<file path="src/rtl/debug_cmd_bridge_if.sv">
// Host byte stream plus debug register bus seen by the command bridge.
// master = bridge side, slave = UART / register block side.
interface debug_cmd_bridge_if;
  logic [7:0]  rx_data;
  logic        rx_valid;
  logic [7:0]  tx_data;
  logic        tx_valid;
  logic        tx_ready;
  logic [7:0]  dbg_a;
  logic [15:0] dbg_di;
  logic [15:0] dbg_do;
  logic        dbg_we;
  logic        dbg_rd;
  logic        dbg_ready;
  logic        busy;
  logic        rx_drop;

  modport master (
    input  rx_data, rx_valid, tx_ready, dbg_do, dbg_ready,
    output tx_data, tx_valid, dbg_a, dbg_di, dbg_we, dbg_rd, busy, rx_drop
  );

  modport slave (
    output rx_data, rx_valid, tx_ready, dbg_do, dbg_ready,
    input  tx_data, tx_valid, dbg_a, dbg_di, dbg_we, dbg_rd, busy, rx_drop
  );
endinterface

</file>
<file path="src/rtl/debug_cmd_bridge.sv">
// Parses 'W' addr dhi dlo / 'R' addr host commands, runs one debug bus
// transfer with ready handshake and timeout, and returns response bytes.
module debug_cmd_bridge #(
  parameter int TO_BITS = 10
) (
  input  logic               clk,
  input  logic               rst_n,
  debug_cmd_bridge_if.master bus
);
  typedef enum logic [2:0] {
    S_IDLE, S_GET_ADDR, S_GET_DHI, S_GET_DLO, S_XFER, S_RESP1, S_RESP2
  } state_t;

  // Last waiting cycle: the counter would reach 2^TO_BITS-1 on this cycle.
  localparam logic [TO_BITS-1:0] TO_LAST = {{(TO_BITS-1){1'b1}}, 1'b0};

  state_t             r_state, w_state_next;
  logic               r_cmd_wr, w_cmd_wr_next;
  logic [7:0]         r_dbg_a, w_dbg_a_next;
  logic [15:0]        r_dbg_di, w_dbg_di_next;
  logic [15:0]        r_resp, w_resp_next;
  logic [7:0]         r_tx_data, w_tx_data_next;
  logic               r_rd_ok, w_rd_ok_next;
  logic [TO_BITS-1:0] r_to_cnt, w_to_cnt_next;
  logic               r_we, r_rd, r_tx_valid, r_busy, r_rx_drop;
  logic               w_we_next, w_rd_next, w_tx_valid_next, w_busy_next, w_rx_drop_next;
  logic               w_rx_cmd, w_tx_fire, w_to_hit;

  assign w_rx_cmd  = (bus.rx_data == 8'h57) || (bus.rx_data == 8'h52);
  assign w_tx_fire = r_tx_valid && bus.tx_ready;
  assign w_to_hit  = (r_to_cnt == TO_LAST);

  always_ff @(posedge clk) begin
    if (!rst_n) r_state <= S_IDLE;
    else        r_state <= w_state_next;
  end

  always_comb begin
    w_state_next = r_state;
    case (r_state)
      S_IDLE:     if (bus.rx_valid) w_state_next = w_rx_cmd ? S_GET_ADDR : S_RESP1;
      S_GET_ADDR: if (bus.rx_valid) w_state_next = r_cmd_wr ? S_GET_DHI : S_XFER;
      S_GET_DHI:  if (bus.rx_valid) w_state_next = S_GET_DLO;
      S_GET_DLO:  if (bus.rx_valid) w_state_next = S_XFER;
      S_XFER:     if (bus.dbg_ready || w_to_hit) w_state_next = S_RESP1;
      S_RESP1:    if (w_tx_fire) w_state_next = r_rd_ok ? S_RESP2 : S_IDLE;
      S_RESP2:    if (w_tx_fire) w_state_next = S_IDLE;
      default:    w_state_next = S_IDLE;
    endcase
  end

  always_comb begin
    w_cmd_wr_next  = r_cmd_wr;
    w_dbg_a_next   = r_dbg_a;
    w_dbg_di_next  = r_dbg_di;
    w_resp_next    = r_resp;
    w_tx_data_next = r_tx_data;
    w_rd_ok_next   = r_rd_ok;
    w_to_cnt_next  = r_to_cnt;
    case (r_state)
      S_IDLE: if (bus.rx_valid) begin
        if (w_rx_cmd) begin
          w_cmd_wr_next = (bus.rx_data == 8'h57);
        end else begin
          w_tx_data_next = 8'h3F;
          w_rd_ok_next   = 1'b0;
        end
      end
      S_GET_ADDR: if (bus.rx_valid) w_dbg_a_next = bus.rx_data;
      S_GET_DHI:  if (bus.rx_valid) w_dbg_di_next[15:8] = bus.rx_data;
      S_GET_DLO:  if (bus.rx_valid) w_dbg_di_next[7:0] = bus.rx_data;
      S_XFER: begin
        // Ready wins over a simultaneous terminal count.
        if (bus.dbg_ready) begin
          w_rd_ok_next = !r_cmd_wr;
          if (r_cmd_wr) begin
            w_tx_data_next = 8'h4B;
          end else begin
            w_resp_next    = bus.dbg_do;
            w_tx_data_next = bus.dbg_do[15:8];
          end
        end else if (w_to_hit) begin
          w_tx_data_next = 8'h54;
          w_rd_ok_next   = 1'b0;
        end else begin
          w_to_cnt_next = r_to_cnt + 1'b1;
        end
      end
      S_RESP1: if (w_tx_fire && r_rd_ok) w_tx_data_next = r_resp[7:0];
      default: ;
    endcase
    if ((w_state_next == S_XFER) && (r_state != S_XFER)) w_to_cnt_next = '0;

    w_we_next       = (w_state_next == S_XFER) && r_cmd_wr;
    w_rd_next       = (w_state_next == S_XFER) && !r_cmd_wr;
    w_tx_valid_next = (w_state_next == S_RESP1) || (w_state_next == S_RESP2);
    w_busy_next     = (w_state_next != S_IDLE);
    w_rx_drop_next  = bus.rx_valid &&
                      ((r_state == S_XFER) || (r_state == S_RESP1) || (r_state == S_RESP2));
  end

  always_ff @(posedge clk) begin
    if (!rst_n) begin
      r_cmd_wr   <= 1'b0;
      r_dbg_a    <= '0;
      r_dbg_di   <= '0;
      r_resp     <= '0;
      r_tx_data  <= '0;
      r_rd_ok    <= 1'b0;
      r_to_cnt   <= '0;
      r_we       <= 1'b0;
      r_rd       <= 1'b0;
      r_tx_valid <= 1'b0;
      r_busy     <= 1'b0;
      r_rx_drop  <= 1'b0;
    end else begin
      r_cmd_wr   <= w_cmd_wr_next;
      r_dbg_a    <= w_dbg_a_next;
      r_dbg_di   <= w_dbg_di_next;
      r_resp     <= w_resp_next;
      r_tx_data  <= w_tx_data_next;
      r_rd_ok    <= w_rd_ok_next;
      r_to_cnt   <= w_to_cnt_next;
      r_we       <= w_we_next;
      r_rd       <= w_rd_next;
      r_tx_valid <= w_tx_valid_next;
      r_busy     <= w_busy_next;
      r_rx_drop  <= w_rx_drop_next;
    end
  end

  assign bus.tx_data  = r_tx_data;
  assign bus.tx_valid = r_tx_valid;
  assign bus.dbg_a    = r_dbg_a;
  assign bus.dbg_di   = r_dbg_di;
  assign bus.dbg_we   = r_we;
  assign bus.dbg_rd   = r_rd;
  assign bus.busy     = r_busy;
  assign bus.rx_drop  = r_rx_drop;
endmodule

</file>
<file path="src/flat_wrapper.sv">
// flat-port wrapper written by rule: the top's interface ports become plain ports
module debug_cmd_bridge_flat 
#(
  parameter int TO_BITS = 10
)
  (clk, rst_n, bus_rx_data, bus_rx_valid, bus_tx_ready, bus_dbg_do, bus_dbg_ready, bus_tx_data, bus_tx_valid, bus_dbg_a, bus_dbg_di, bus_dbg_we, bus_dbg_rd, bus_busy, bus_rx_drop);
  debug_cmd_bridge_if bus_i ();
  input  logic clk;
  input  logic rst_n;
  input wire logic [$bits(bus_i.rx_data)-1:0] bus_rx_data;
  input wire logic [$bits(bus_i.rx_valid)-1:0] bus_rx_valid;
  input wire logic [$bits(bus_i.tx_ready)-1:0] bus_tx_ready;
  input wire logic [$bits(bus_i.dbg_do)-1:0] bus_dbg_do;
  input wire logic [$bits(bus_i.dbg_ready)-1:0] bus_dbg_ready;
  output wire logic [$bits(bus_i.tx_data)-1:0] bus_tx_data;
  output wire logic [$bits(bus_i.tx_valid)-1:0] bus_tx_valid;
  output wire logic [$bits(bus_i.dbg_a)-1:0] bus_dbg_a;
  output wire logic [$bits(bus_i.dbg_di)-1:0] bus_dbg_di;
  output wire logic [$bits(bus_i.dbg_we)-1:0] bus_dbg_we;
  output wire logic [$bits(bus_i.dbg_rd)-1:0] bus_dbg_rd;
  output wire logic [$bits(bus_i.busy)-1:0] bus_busy;
  output wire logic [$bits(bus_i.rx_drop)-1:0] bus_rx_drop;
  assign bus_i.rx_data = bus_rx_data;
  assign bus_i.rx_valid = bus_rx_valid;
  assign bus_i.tx_ready = bus_tx_ready;
  assign bus_i.dbg_do = bus_dbg_do;
  assign bus_i.dbg_ready = bus_dbg_ready;
  assign bus_tx_data = bus_i.tx_data;
  assign bus_tx_valid = bus_i.tx_valid;
  assign bus_dbg_a = bus_i.dbg_a;
  assign bus_dbg_di = bus_i.dbg_di;
  assign bus_dbg_we = bus_i.dbg_we;
  assign bus_dbg_rd = bus_i.dbg_rd;
  assign bus_busy = bus_i.busy;
  assign bus_rx_drop = bus_i.rx_drop;
  debug_cmd_bridge #(.TO_BITS(TO_BITS)) u_core (.clk(clk), .rst_n(rst_n), .bus(bus_i));
endmodule
</file>
<file path="config.mk">
export PLATFORM = sky130hd
export DESIGN_NAME = debug_cmd_bridge_flat
export DESIGN_NICKNAME = d
export VERILOG_FILES = /design/src/rtl/debug_cmd_bridge_if.sv /design/src/rtl/debug_cmd_bridge.sv /design/src/flat_wrapper.sv
export SDC_FILE = /design/constraint.sdc
export NUM_CORES = 1
export LEC_CHECK = 0
export CAP_MARGIN = 20
export CORE_UTILIZATION = 45
export DETAILED_ROUTE_END_ITERATION = 6
export PLACE_DENSITY = 0.74
export RECOVER_POWER = 25
export SLEW_MARGIN = 40
export SYNTH_ARGS = -nofsm -noshare
export SYNTH_HDL_FRONTEND = slang
export SYNTH_SLANG_ARGS = --single-unit
</file>
<file path="constraint.sdc">
create_clock -name clk -period 3.3 [get_ports clk]
set_input_delay 0.495 -clock clk [delete_from_list [all_inputs] [get_ports clk]]
set_output_delay 0.495 -clock clk [all_outputs]
set_load 0.02 [all_outputs]
</file>
* Word level (Yosys, flattened, before mapping)
Index checks and enable logic that the tools add are counted.
Word-level totals: bits in registers 60, word-level logic and storage cells 84, output and inout port bits 37, input port bits 29
Operators by class: reduce and logical (&&, ||, !) cells 25, add/sub/neg operators 1, multiplexer cells 23, bitwise logic cells 4, eq/ne operators 17
Operator list (number):
- 8-bit two-way mux | 6
- 3-bit two-way mux | 10
- 8-bit case mux with 3 select lines | 1
- 3-bit case mux with 7 select lines | 1
- 3-bit equality test (second input constant) | 6
- 8-bit by 7-bit equality test with 1-bit output (second input constant) | 2
- 10-bit by 1-bit adder with 10-bit output (second input constant) | 1
- 10-bit equality test (second input constant) | 1
- 3-bit AND reduction | 3
- 3-bit by 2-bit equality test with 1-bit output (second input constant) | 2
- 1-bit logical AND | 6
- 2-bit AND reduction | 3
- 3-bit nonzero test | 2
- 1-bit logical OR | 5
- 5-bit AND reduction | 1
- 1-bit two-way mux | 4
- 2-bit != test (second input constant) | 2
- 1-bit inverter | 4
- 4-bit AND reduction | 1
- 3-bit by 1-bit equality test with 1-bit output (second input constant) | 1
- 3-bit logical NOT | 1
- 3-bit by 2-bit != test with 1-bit output (second input constant) | 1
- 3-bit != test (second input constant) | 1
- 2-bit by 1-bit != test with 1-bit output (second input constant) | 1
- other kinds (4) | 4

* Depth between registers and ports, before layout
Gate-level depths: netlist of run 1.
depth in word-level cells 8, gate-level depth with buffers 7

* Least setup slack after synthesis of run 1
Ideal clock, no wire load.
path type in2reg, start point in bus_dbg_ready, end point reg u_core.r_to_cnt[8], arrival 1.745 ns, setup time 0.073 ns, stages on the path 5, setup slack 1.482 ns, path through buf_6 > nor4b_4 > o311ai_4 > or4_1 > a21oi_1
Between the ends: word-level cells in the longest chain between the ends 6, elaborated cells on any way between the ends 8, those cells by class eq/ne: 1; mux: 2; bitwise: 1; reduce/logical: 4
Ends and longest elaborated chain:
- start: declaration | RTL line flat_wrapper.sv:14 | input wire logic [$bits(bus_i.dbg_ready)-1:0] bus_dbg_ready;
- 1-bit logical OR | RTL line debug_cmd_bridge.sv:45 | S_XFER: if (bus.dbg_ready || w_to_hit) w_state_next = S_RESP1;
- 3-bit two-way mux | RTL line debug_cmd_bridge.sv:45
- 3-bit case mux with 7 select lines | RTL line debug_cmd_bridge.sv:40 | case (r_state)
- 3-bit equality test | RTL line debug_cmd_bridge.sv:92 | if ((w_state_next == S_XFER) && (r_state != S_XFER)) w_to_cnt_next = '0;
- 1-bit logical AND | RTL line debug_cmd_bridge.sv:92
- 2-bit OR reduction (no line)
- end signal: assignment | RTL line debug_cmd_bridge.sv:123 | r_to_cnt <= w_to_cnt_next;
- end: declaration | RTL line debug_cmd_bridge.sv:24 | logic [TO_BITS-1:0] r_to_cnt, w_to_cnt_next;
Several ways; a longest one is shown, not always the timed one. A chain may end at the register's enable or synchronous reset.

* Worst setup path after layout of run 1
start point in rst_n, end point reg u_core.r_state[1]
RTL lines:
- start: declaration | RTL line flat_wrapper.sv:9 | input logic rst_n;
- end signal: assignment | RTL line debug_cmd_bridge.sv:35 | else r_state <= w_state_next;
- end: declaration | RTL line debug_cmd_bridge.sv:17 | state_t r_state, w_state_next;
No word-level cell between the ends.

==> impl_summary.md, run 1 <==
Status
The flow ran to the end, but the final reports show violations. The final reports fail on max-capacitance violations, max-slew violations.

Clock tree
The post-CTS setup repair buffer count is 0. The clock transition at the register clock pins on the worst setup and hold paths after CTS is 0.07 ns. The clock net in this run drives a total of 60 sinks. The worst-case clock buffer depth is 2. TritonCTS built the clock tree.

In this run, post-CTS hold repair placed 0 buffers. The worst-skew pair later-pin latency is 0.35 ns. The number of H-tree branching levels is 3. The buffer cell driving the clock tree root is clkbuf_8. Counting the buffers created by CTS gives 9.

Once the clock tree was built, the resizer swapped 0 gates to a different size.

Logic synthesis
Ranked by total cell area, the synthesized netlist is headed by dfxtp_1, nand2_1, a21oi_1. The cell count after synthesis is between 300 and 400. By count the netlist is led by dfxtp_1, nand2_1, a21oi_1, inv_1, nor2_1. In the synthesized netlist the async set-or-reset flop fraction comes to 0. The most frequently used cell type in the post-synthesis netlist is dfxtp_1. The biggest area contributor in the post-synthesis netlist is dfxtp_1. Counting flops with a built-in enable in the synthesized netlist gives 0. The net count after synthesis is 353. The number of different library cells in the post-synthesis netlist is 56. The average footprint of a synthesized cell is roughly 8.5 µm². The synthesized area is between 0.002 and 0.003 mm².

The sequential fraction of the synthesis area is 0.4372. The area share of the largest cell type after synthesis is 0.4372. The count of synthesis-stage warnings from yosys is 0. The number of synthesized register bits is 60.

The dominant register cell in the synthesized netlist is dfxtp_1.

Timing
The number of slew-limit violations in the final report is 35. The shortest clock period the worst path allows after layout is approximately 2.5 ns. The final hold violation count is 0. The count of endpoints failing setup in the final report is 0. The tightest slew margin relative to the limit is -0.0006157.

Static timing analysis puts the maximum clock frequency at just over 400 MHz. The final clock period utilization by the worst path is 0.7531. At the pin with the least slew margin, the transition time is ~1.5 ns. Setup repair after global routing left no endpoint under its margin.

The aggregate negative setup slack is 0 ns. For the final database, setup skew stands at between 0.01 and 0.015 ns.

Floorplan
The area of the core is 0.005921 mm². The initial core utilization is 0.4641. The floorplan step defined a die boundary enclosing approximately 0.0064 mm².

66 I/O pins were placed. The floorplan step set the die width to 80.14 µm. The height of the chip is roughly 80 µm. In this run the core area contains 28 standard-cell rows.

Global route
The layer with the highest usage is met2. In the global route stage, met2 resource usage came out at 0.3487. The number of antenna violations at the first check in global routing was 0. The first-pass GRT wire length is 10680 µm. The via count of the first global-routing pass was about 2300.

The met3 global-route usage is 0.06932. The largest net degree at the start of global routing is 36. The met1 track demand over resource is 0.2754. In the global route stage, overall resource usage came out at 0.2220. The total global routing overflow is 0.

Setup path
The critical path in this run is classified as primary input to flop. STA puts the critical path data required time at approximately 3.5 ns. The worst-path maximum fanout is 35. The arrival time of data at the critical path endpoint is about 2.7 ns. The origin of the critical flop-to-flop path is u_core.r_state[2]$_SDFF_PN0_. In this run the worst setup path begins at rst_n. The kind of start point of the critical path is a primary input. The category of the worst setup path capture point is a flop.

Power
The fraction of power spent switching nets is 0.3014. Summed over all cells, the static leakage comes to 1.289 nW. Power comes to 2.082 mW. The share of power burned in registers is 0.413. Of the total power, combinational logic draws 0.226. For this design the ratio of total power to cell area is between 500 and 600 mW/mm². The share of total power dissipated in the clock network is 0.360. The reported net switching power is roughly 0.63 mW.

The total internal power is around 1.5 mW. The maximum ir drop on the vdd rail is 0.3515 mV.

Layout
The net count of the finished layout is slightly above 400. The finished cells cover around 0.0036 mm². For this run, the number of standard cells in the final layout without fillers is about 460.

The layout has slightly above 500 filler cells. The area taken by flip-flops and latches is ~0.0012 mm². Compared with the post-synthesis result, the final layout area differs by 32.70%.

0 antenna diodes ended up in the layout. In the final layout, the share of cells above drive strength 1 is 0.09021. Summing all multi-input logic gate instances after layout gives 0.001388 mm². Once layout is complete, the utilization of the core stands at 0.6158.

Placed design
Once placement finished, the instance area stood at 0.003425 mm². Detailed placement ended at an HPWL of between 4000 and 5000 µm. During placement, the flow inserted port buffers numbering 65. The global placement routability congestion is 0.8087. The number of placed instances, taps included, is 447.

Routing
The via count normalized by instance count is roughly 5.5. The number of routed nets with antenna violations is 0. The routed length per placed instance is around 14 µm. The count of routing violations after the opening detailed-route iteration is ~120. Wires add up to 6627 µm. The residual DRC count is 0. The via total after detailed routing is between 2000 and 3000. The pre-antenna-repair detailed-routing pass consisted of 4 iterations.

Job
The reported max-cap violation count is 1.

Hold path
The startpoint identified for the worst hold timing path is u_core.bus.dbg_di[2]$_SDFFE_PN0P_. The worst hold-check path type is flop to flop.
## registers in the layout, indices dropped and copies added (netlist names)
| register | cells |
|---|---|
| u_core.r_cmd_wr | 1 |
| u_core.r_state | 3 |
| u_core.bus.dbg_we | 1 |
| u_core.r_to_cnt | 10 |
| u_core.r_resp | 8 |
| u_core.bus.dbg_rd | 1 |
| u_core.bus.tx_data | 8 |
| u_core.bus.tx_valid | 1 |
| u_core.bus.rx_drop | 1 |
| u_core.r_rd_ok | 1 |
| u_core.bus.dbg_a | 8 |
| u_core.bus.busy | 1 |
| u_core.bus.dbg_di | 16 |
## worst max-delay path, stage by stage
cell and delay [ns]:
dlygate4sd3_1 0.68, clkinv_1 0.21, clkbuf_1 1.11, nor3_1 0.14
## final timing paths
path | end | slack [ns] | depth (start not counted)
min reg2reg | u_core.bus.dbg_di[2]$_SDFFE_PN0P_ | 0.45 | 2
min | u_core.bus.dbg_di[2]$_SDFFE_PN0P_ | 0.45 | 2
max | u_core.r_state[1]$_SDFF_PN0_ | 0.81 | 4
max reg2reg | u_core.r_to_cnt[9]$_SDFFE_PP0P_ | 1.36 | 4
## cells in the final DEF (no fill, tap or decap), drive strengths merged, types with 3 or more instances in the layout
cell type and n:
dfxtp 60, nand2 58, clkdlybuf4s50 50, a21oi 32
inv 19, nor2 19, dlygate4sd3 15, mux2i 12
o21ai 11, clkbuf 11, a221oi 6, or2 5
nor3 5, nor2b 4, nand4 4, nand2b 4
nand3 4, o21a 4, o31ai 4, xnor2 3
and3 3, or4 3, a31oi 3, a311oi 3
and2 3, o22ai 3, or3 3, clkinvlp 3
nor4b 3
## area by class of cell
cell class | instances | area share
Clock buffer | 10 | 0.03775
Clock inverter | 6 | 0.02402
Inverter | 20 | 0.02059
Multi-Input combinational cell | 225 | 0.3806
Sequential cell | 60 | 0.3298
Tap cell | 75 | 0.02574
Timing Repair Buffer | 67 | 0.1815
## layer usage
metal,vias to the layer above,wire (µm)
met1,1200,3008
met2,75,3091
met4,0,112
li1,1257,-
met3,12,414
met5,-,0
## per-stage QoR
step | hold WS, ns | setup slack (ns)
after floorplan | 0.4360 | 1.482
after CTS | 0.4557 | 1.143
after global routing | 0.4672 | 0.6101
after global placement | 0.4419 | 0.8604
final | 0.4509 | 0.8146
after detailed placement | 0.4474 | 0.7742
## kinds of logic (layout without fill, tap and decap cells)
| logic type | after synthesis | count (layout) | synth area share |
|---|---|---|---|
| adders and majority gates | 2 | 2 | 0.009106 |
| AOI/OAI and AO/OA | 84 | 84 | 0.2190 |
| muxes | 12 | 12 | 0.04372 |
| DFF | 60 | 60 | 0.4372 |
| and+or+nand+nor | 124 | 124 | 0.2236 |
| xor gates and xnor gates | 3 | 3 | 0.009565 |
| buffers and inverters | 37 | 103 | 0.05783 |
## power by group through the flow
stage          Combinational (mW)  Clock (mW)  Sequential (mW)
6_report                    0.471       0.750            0.860
5_1_grt                     0.516       0.789            0.872
4_1_cts                     0.479       0.762            0.861
3_5_place_dp                0.477           0            0.877
3_3_place_gp                0.474           0            0.874
2_1_floorplan               0.277           0            0.895
Power figures use the tool's default switching activity.
==> inputs of run 2 (changes only) <==
--- a/config.mk
+++ b/config.mk
@@ -8,7 +8,7 @@
 export CAP_MARGIN = 20
 export CORE_UTILIZATION = 45
 export DETAILED_ROUTE_END_ITERATION = 6
-export PLACE_DENSITY = 0.74
+export PLACE_DENSITY = 0.76
 export RECOVER_POWER = 25
 export SLEW_MARGIN = 40
 export SYNTH_ARGS = -nofsm -noshare
==> constraint.sdc (replaced) <==
create_clock -name clk -period 2.1 [get_ports clk]
set_input_delay 0.315 -clock clk [delete_from_list [all_inputs] [get_ports clk]]
set_output_delay 0.315 -clock clk [all_outputs]
set_load 0.02 [all_outputs]
==> impl_summary.md, run 2 (synthesized netlist as in run 1, its figures left out) <==
Floorplan
The total die area came to 0.006422 mm² (unchanged). The area of the core is 0.005921 mm² (unchanged). The row count is 28 (unchanged). The die boundary width was 80.14 µm (unchanged). The initial core utilization was 0.4641 (unchanged).

The number of primary I/O pins is 66 (unchanged). The height of the chip was 80.14 µm (unchanged).

Routing
The number of detailed-routing iterations run before antenna repair is 4 (unchanged). The routed length per placed instance is 14.58 µm (+1.9%). The via total after detailed routing is 2631 (+3.4%). The via count normalized by instance count is 5.391 (-1.9%).

The residual DRC count came to 0 (unchanged). The total detailed-routing wirelength is 7115 µm (+7.4%). The count of routing violations after the opening detailed-route iteration came to 166 (+42%). The number of routed nets with antenna violations is 0 (unchanged).

Clock tree
The number of H-tree branching levels was 3 (unchanged). The buffer cell driving the clock tree root is clkbuf_8. The worst-case clock buffer depth is 2 (unchanged). The clock sink count is 60 (unchanged). The post-CTS setup repair buffer count is 0 (unchanged). The worst-skew pair later-pin latency is 0.33 ns (-0.02 ns).

The clock transition at the register clock pins on the worst setup and hold paths after CTS is 0.07 ns (about the same). The number of instances resized during post-cts repair is 0 (unchanged). The number of buffers inserted during clock tree synthesis was 9 (unchanged). The hold-fix buffer count after cts is 0 (unchanged). TritonCTS built the clock tree.

Placed design
The cell area after placement is 0.003626 mm² (+5.9%). The quantity of I/O buffers inserted on ports came to 65 (unchanged). The global placement routability congestion is 0.8375 (+3.6%). The worst setup slack after placement was 0.02510 ns (-0.7491 ns). The cell count after placement is 474 (+6.0%). The detailed placer's ending HPWL is 5171 µm (+8.7%).

Timing
The aggregate negative setup slack is 0 ns (unchanged). Setup repair after global routing left no endpoint under its margin. The count of endpoints failing setup in the final report is 0 (unchanged).

The worst path setup slack after routing is 0.2528 ns (-0.5618 ns). The slew at the pin closest to its max-slew limit is 0.5499 ns (-0.9511 ns). The final clock period utilization by the worst path is 0.8796. The tightest slew margin relative to the limit came to 0.6329 (+0.6335).

For this run, the top clock speed supported by timing is 541.4 MHz. The final hold violation count was 0 (unchanged). The number of slew-limit violations in the final report is 0 (-100%).

The post-route clock skew is 0.009105 ns (-0.003954 ns). The worst-case hold slack is 0.4554 ns (+0.004441 ns). The shortest clock period the worst path allows after layout is approximately 1.8 ns.

Layout
The share of cells above drive strength 1 is 0.1380 (+0.04781). The final standard cell utilization of the core is 0.6439 (+0.02811). The total number of nets in the final design is 441 (+6.5%). Leaving out fill and tap cells, the most frequent cells in the layout are dfxtp_1, nand2_1, clkdlybuf4s50_1, a21oi_1, buf_4. The total inserted antenna cells is 0 (unchanged). The number of standard cells in the final layout excluding fillers is 488 (+5.4%). The number of flip-flops under the largest register name is 16 (unchanged).

Leaving out fill and tap cells, the most frequent cell in the layout is dfxtp_1. The fill cell instance count of the final layout was 518 (+2.8%). The area taken by flip-flops and latches was 0.001201 mm² (-0.10%). The post-synthesis to final-layout area growth is 38.75%. The area taken by multi-input logic gates is 0.001388 mm² (unchanged). The final instance area was 0.003812 mm² (+4.6%).

Setup path
The cell with the biggest individual delay on the critical path is dfxtp_1. The critical path in this run is classified as flop to flop. The cell family with the largest share of critical-path delay is flip-flops.

The arrival time of data at the critical path endpoint was 2.08 ns (-0.57 ns). The worst-path maximum fanout is 14 (-60%). The delay of the slowest critical-path stage is 0.67 ns (-0.44 ns). The data required time of the worst path is 2.34 ns (-1.13 ns). The signal on the critical path passes through nand2b_1 -> o32ai_1 -> o31ai_1 -> nor4b_1. STA classifies the critical path startpoint as a flop. The total buffers and inverters traversed by the critical path is 0 (-3).

The category of the worst setup path capture point is a flop.

Hold path
The worst hold-check path type is flop to flop.

Power
The maximum ir drop on the vdd rail is 0.5453 mV (+55%). The sum of internal, switching and leakage power is 3.182 mW (+53%). The static power due to leakage is 1.406 nW (+9.1%).

The total power divided by cell area is 834.7 mW/mm² (+46%).

Job
The reported max-cap violation count is 0 (-1).

Global route
The via count of the first global-routing pass came to 2495 (+6.5%). The total global routing overflow is 0 (unchanged). The overall track demand over capacity in global routing came to 0.2422 (+0.02017). The largest net degree at the start of global routing is 27 (-25%). The first-pass GRT wire length was 11790 µm (+10%). The number of antenna violations at the first check in global routing is 0 (unchanged).

Status
The run finished with clean final reports.
-- run 2: final timing paths --
check	startpoint	to	slack (ns)	depth (start not counted)
setup / recovery	u_core.r_state[1]$_SDFF_PN0_	u_core.bus.dbg_we$_SDFF_PN0_	0.25	4
hold / removal	u_core.bus.dbg_di[2]$_SDFFE_PN0P_	u_core.bus.dbg_di[2]$_SDFFE_PN0P_	0.46	2
setup reg to reg	u_core.r_state[1]$_SDFF_PN0_	u_core.bus.dbg_we$_SDFF_PN0_	0.25	4
hold reg to reg	u_core.bus.dbg_di[2]$_SDFFE_PN0P_	u_core.bus.dbg_di[2]$_SDFFE_PN0P_	0.46	2
-- run 2: area by class of cell --
cell class,count,share of cell area
flip-flops and latches,60,0.3151
clock buffers,12,0.04070
clock inverters,2,0.009189
inverters,20,0.01969
well taps,75,0.02461
repair buffers,94,0.2268
multi-input cells,225,0.3640
-- run 2: worst register-to-register path, cell delays in order (launching register included) --
cell      delay [ns]
dfxtp_1         0.67
nand2b_1        0.23
o32ai_1         0.40
o31ai_1         0.19
nor4b_1         0.29
-- run 2: routing by layer --
layer | routed length (µm) | global-route usage | part of all wire
met1 | 3106 | 0.2918 | 0.44
met2 | 3527 | 0.4009 | 0.50
met3 | 425 | 0.09091 | 0.060
met4 | 55 | 0.06964 | 0.0077
met5 | 0 | 0 | 0
-- run 2: where the power goes --
part | leakage, nW | internal [mW] | total (mW) | switching, mW
registers | 0.488 | 1.24 | 1.33 | 0.0880
clock network | 0.0983 | 0.598 | 1.02 | 0.419
logic | 0.820 | 0.396 | 0.837 | 0.441
total | 1.41 | 2.23 | 3.18 | 0.948
==> inputs of run 3 (changes only) <==
--- a/config.mk
+++ b/config.mk
@@ -10,6 +10,7 @@
 export DETAILED_ROUTE_END_ITERATION = 6
 export PLACE_DENSITY = 0.76
 export RECOVER_POWER = 25
+export REMOVE_ABC_BUFFERS = 1
 export SLEW_MARGIN = 40
 export SYNTH_ARGS = -nofsm -noshare
 export SYNTH_HDL_FRONTEND = slang
==> impl_summary.md, run 3 (synthesized netlist as in run 1, its figures left out) <==
Job
The reported max-cap violation count is 0 (unchanged).

Global route
The first-pass GRT wire length is 11270 µm (-4.3%). The total global routing overflow came to 0 (unchanged). The largest net degree at the start of global routing is 43 (+59%). The overall track demand over capacity in global routing was 0.2283 (-0.01383). The number of antenna violations at the first check in global routing came to 0 (unchanged). The via count of the first global-routing pass is 2452 (-1.7%).

Layout
The library cells used most frequently in the layout, excluding fill and tap cells, are dfxtp_1, nand2_1, clkdlybuf4s50_1, a21oi_1, buf_4. The total number of nets in the final design is 440 (-0.23%). The share of cells above drive strength 1 is 0.1429 (+0.004843). The final standard cell utilization of the core is 0.6462 (+0.002324). The post-synthesis to final-layout area growth is 39.25%. The number of flip-flops under the largest register name is 16 (unchanged). The final instance area is 0.003826 mm² (+0.36%). The fill cell instance count of the final layout came to 521 (+0.58%). The total inserted antenna cells is 0 (unchanged).

The library cell used most frequently in the layout, excluding fill and tap cells, is dfxtp_1.

Routing
The number of detailed-routing iterations run before antenna repair is 4 (unchanged). The total detailed-routing wirelength is 6943 µm (-2.4%). The residual DRC count is 0 (unchanged). The via count normalized by instance count is 5.426 (+0.65%). The count of routing violations after the opening detailed-route iteration came to 136 (-18%). The via total after detailed routing is 2648 (+0.65%).

The routed length per placed instance is 14.23 µm (-2.4%). The number of routed nets with antenna violations came to 0 (unchanged).

Setup path
The worst-path maximum fanout is 8 (-6). The capturing point of the worst reg2reg path is u_core.bus.dbg_we$_SDFF_PN0_. The origin of the critical flop-to-flop path is u_core.r_state[1]$_SDFF_PN0_. The category of the worst setup path capture point is a flop. Tracing the worst setup path back leads to its startpoint at bus_rx_valid.

The worst reg-to-reg path cell count was 4 (unchanged). The critical path is of the primary input to flop type. The arrival time of data at the critical path endpoint is 2.09 ns (about the same).

The kind of start point of the critical path is a primary input. The data required time of the worst path is 2.34 ns (about the same). The slack of the worst reg-to-reg path is 0.29 ns (+0.04 ns).

Hold path
The worst hold-check path type is flop to flop. The start point of the worst hold path is u_core.bus.dbg_di[5]$_SDFFE_PN0P_. The terminating pin of the worst hold path is u_core.bus.dbg_di[5]$_SDFFE_PN0P_.

The hold-critical path depth was 2 (unchanged).

Timing
The count of endpoints failing setup in the final report is 0 (unchanged). The final clock period utilization by the worst path is 0.8827 (+0.003102). The tightest slew margin relative to the limit came to 0.6752 (+0.04225). The highest clock frequency the design can meet was 539.5 MHz (-0.35%). Setup repair after global routing left no endpoint under its margin. The post-route clock skew is 0.01050 ns (+0.001391 ns). The slew at the pin closest to its max-slew limit was 0.4831 ns (-0.06675 ns). The number of slew-limit violations in the final report is 0 (unchanged). The shortest clock period the worst path allows after layout is 1.854 ns (+0.006514 ns). The aggregate negative setup slack is 0 ns (unchanged). The final hold violation count is 0 (unchanged).

Clock tree
The number of instances resized during post-cts repair is 0 (unchanged). The post-CTS setup repair buffer count is 0 (unchanged). The number of buffers inserted during clock tree synthesis is 9 (unchanged). The worst-skew pair later-pin latency came to 0.34 ns (about the same).

The CTS tree is yes. The worst-case clock buffer depth is 2 (unchanged). The hold-fix buffer count after cts came to 0 (unchanged). The number of H-tree branching levels is 3 (unchanged). CTS placed an instance of clkbuf_8 at the clock tree root. The clock transition at the register clock pins on the worst setup and hold paths after CTS is 0.07 ns (about the same). The clock sink count is 60 (unchanged).

Floorplan
The height of the chip was 80.14 µm (unchanged). The area of the core was 0.005921 mm² (unchanged). The row count is 28 (unchanged). The die boundary width was 80.14 µm (unchanged).

The number of primary I/O pins is 66 (unchanged). The initial core utilization is 0.4641 (unchanged). The total die area was 0.006422 mm² (unchanged).

Placed design
The global placement routability congestion came to 0.8869 (+5.9%). The cell area after placement came to 0.003631 mm² (+0.14%). The quantity of I/O buffers inserted on ports is 65 (unchanged). The detailed placer's ending HPWL is 5034 µm (-2.6%).

Power
The maximum ir drop on the vdd rail came to 0.4573 mV (-16%). The static power due to leakage is 1.404 nW (-0.14%). The total power divided by cell area is 848.0 mW/mm² (+1.6%).

Status
The flow ran to the end, and the final reports show no timing, DRC or antenna violations.
## run 3: changes by cell type in the layout (fill, tap and decap cells not counted)
cell / delta
clkbuf_1: -2
clkinvlp_4: +2
buf_12: +1
buf_4: -1
clkbuf_8: +1
clkinv_2: -1
nor4b_1: +1
nor4b_4: -1
or2_0: -1
or2_2: +1
## run 3: worst max-delay path by stage
stage	endpoint	cells after the start
after floorplan	u_core.bus.busy$_SDFF_PN0_	4
after global routing	u_core.bus.dbg_we$_SDFF_PN0_	4
final	u_core.bus.tx_data[5]$_SDFFE_PN0P_	5
after global placement	u_core.r_resp[3]$_SDFFE_PN0P_	7
after CTS	u_core.bus.dbg_we$_SDFF_PN0_	4
after detailed placement	u_core.bus.tx_data[5]$_SDFFE_PN0P_	5
## run 3: worst max-delay path, stage by stage
cell and delay, ns:
dlygate4sd3_1 0.67, nor3_1 0.08, a311oi_1 0.37, o211ai_2 0.30, a221oi_1 0.35
## run 3: stage by stage
step                      hold slack, ns  worst slack, ns  std cells  power (mW)
after detailed placement          0.4484         -0.05781        473       2.199
after global routing              0.4789           0.1122        488       3.397
after CTS                         0.4576           0.2524        488       3.278
after floorplan                   0.4360           0.1877        305       1.811
after global placement            0.4426           0.1152        473       2.181
final                             0.4546           0.2463        488       3.245
## run 3: routing by layer
metal	wire, µm	vias up	global-route usage	share of wire
met5	0	-	0	0
met4	156	0	0.1018	0.022
met3	401	18	0.05568	0.058
met2	3176	76	0.3658	0.46
met1	3207	1239	0.2891	0.46
li1	-	1315	-	-
## run 3: report_power, final
group / leakage [nW] / internal [mW] / total (mW) / switching [mW]
Clock: 0.101 / 0.638 / 1.08 / 0.444
Sequential: 0.488 / 1.24 / 1.32 / 0.0844
Combinational: 0.815 / 0.399 / 0.838 / 0.439
Total: 1.40 / 2.28 / 3.24 / 0.967
## run 3: cell type report
cell class / count / area, µm² / area share
timing repair buffer: 93 / 873.3 / 0.2283
tap: 75 / 93.84 / 0.02453
clock buffer: 12 / 165.2 / 0.04317
clock inverter: 3 / 45.04 / 0.01177
sequential: 60 / 1201 / 0.3139
inverter: 20 / 75.07 / 0.01962
multi-input combinational: 225 / 1373 / 0.3587
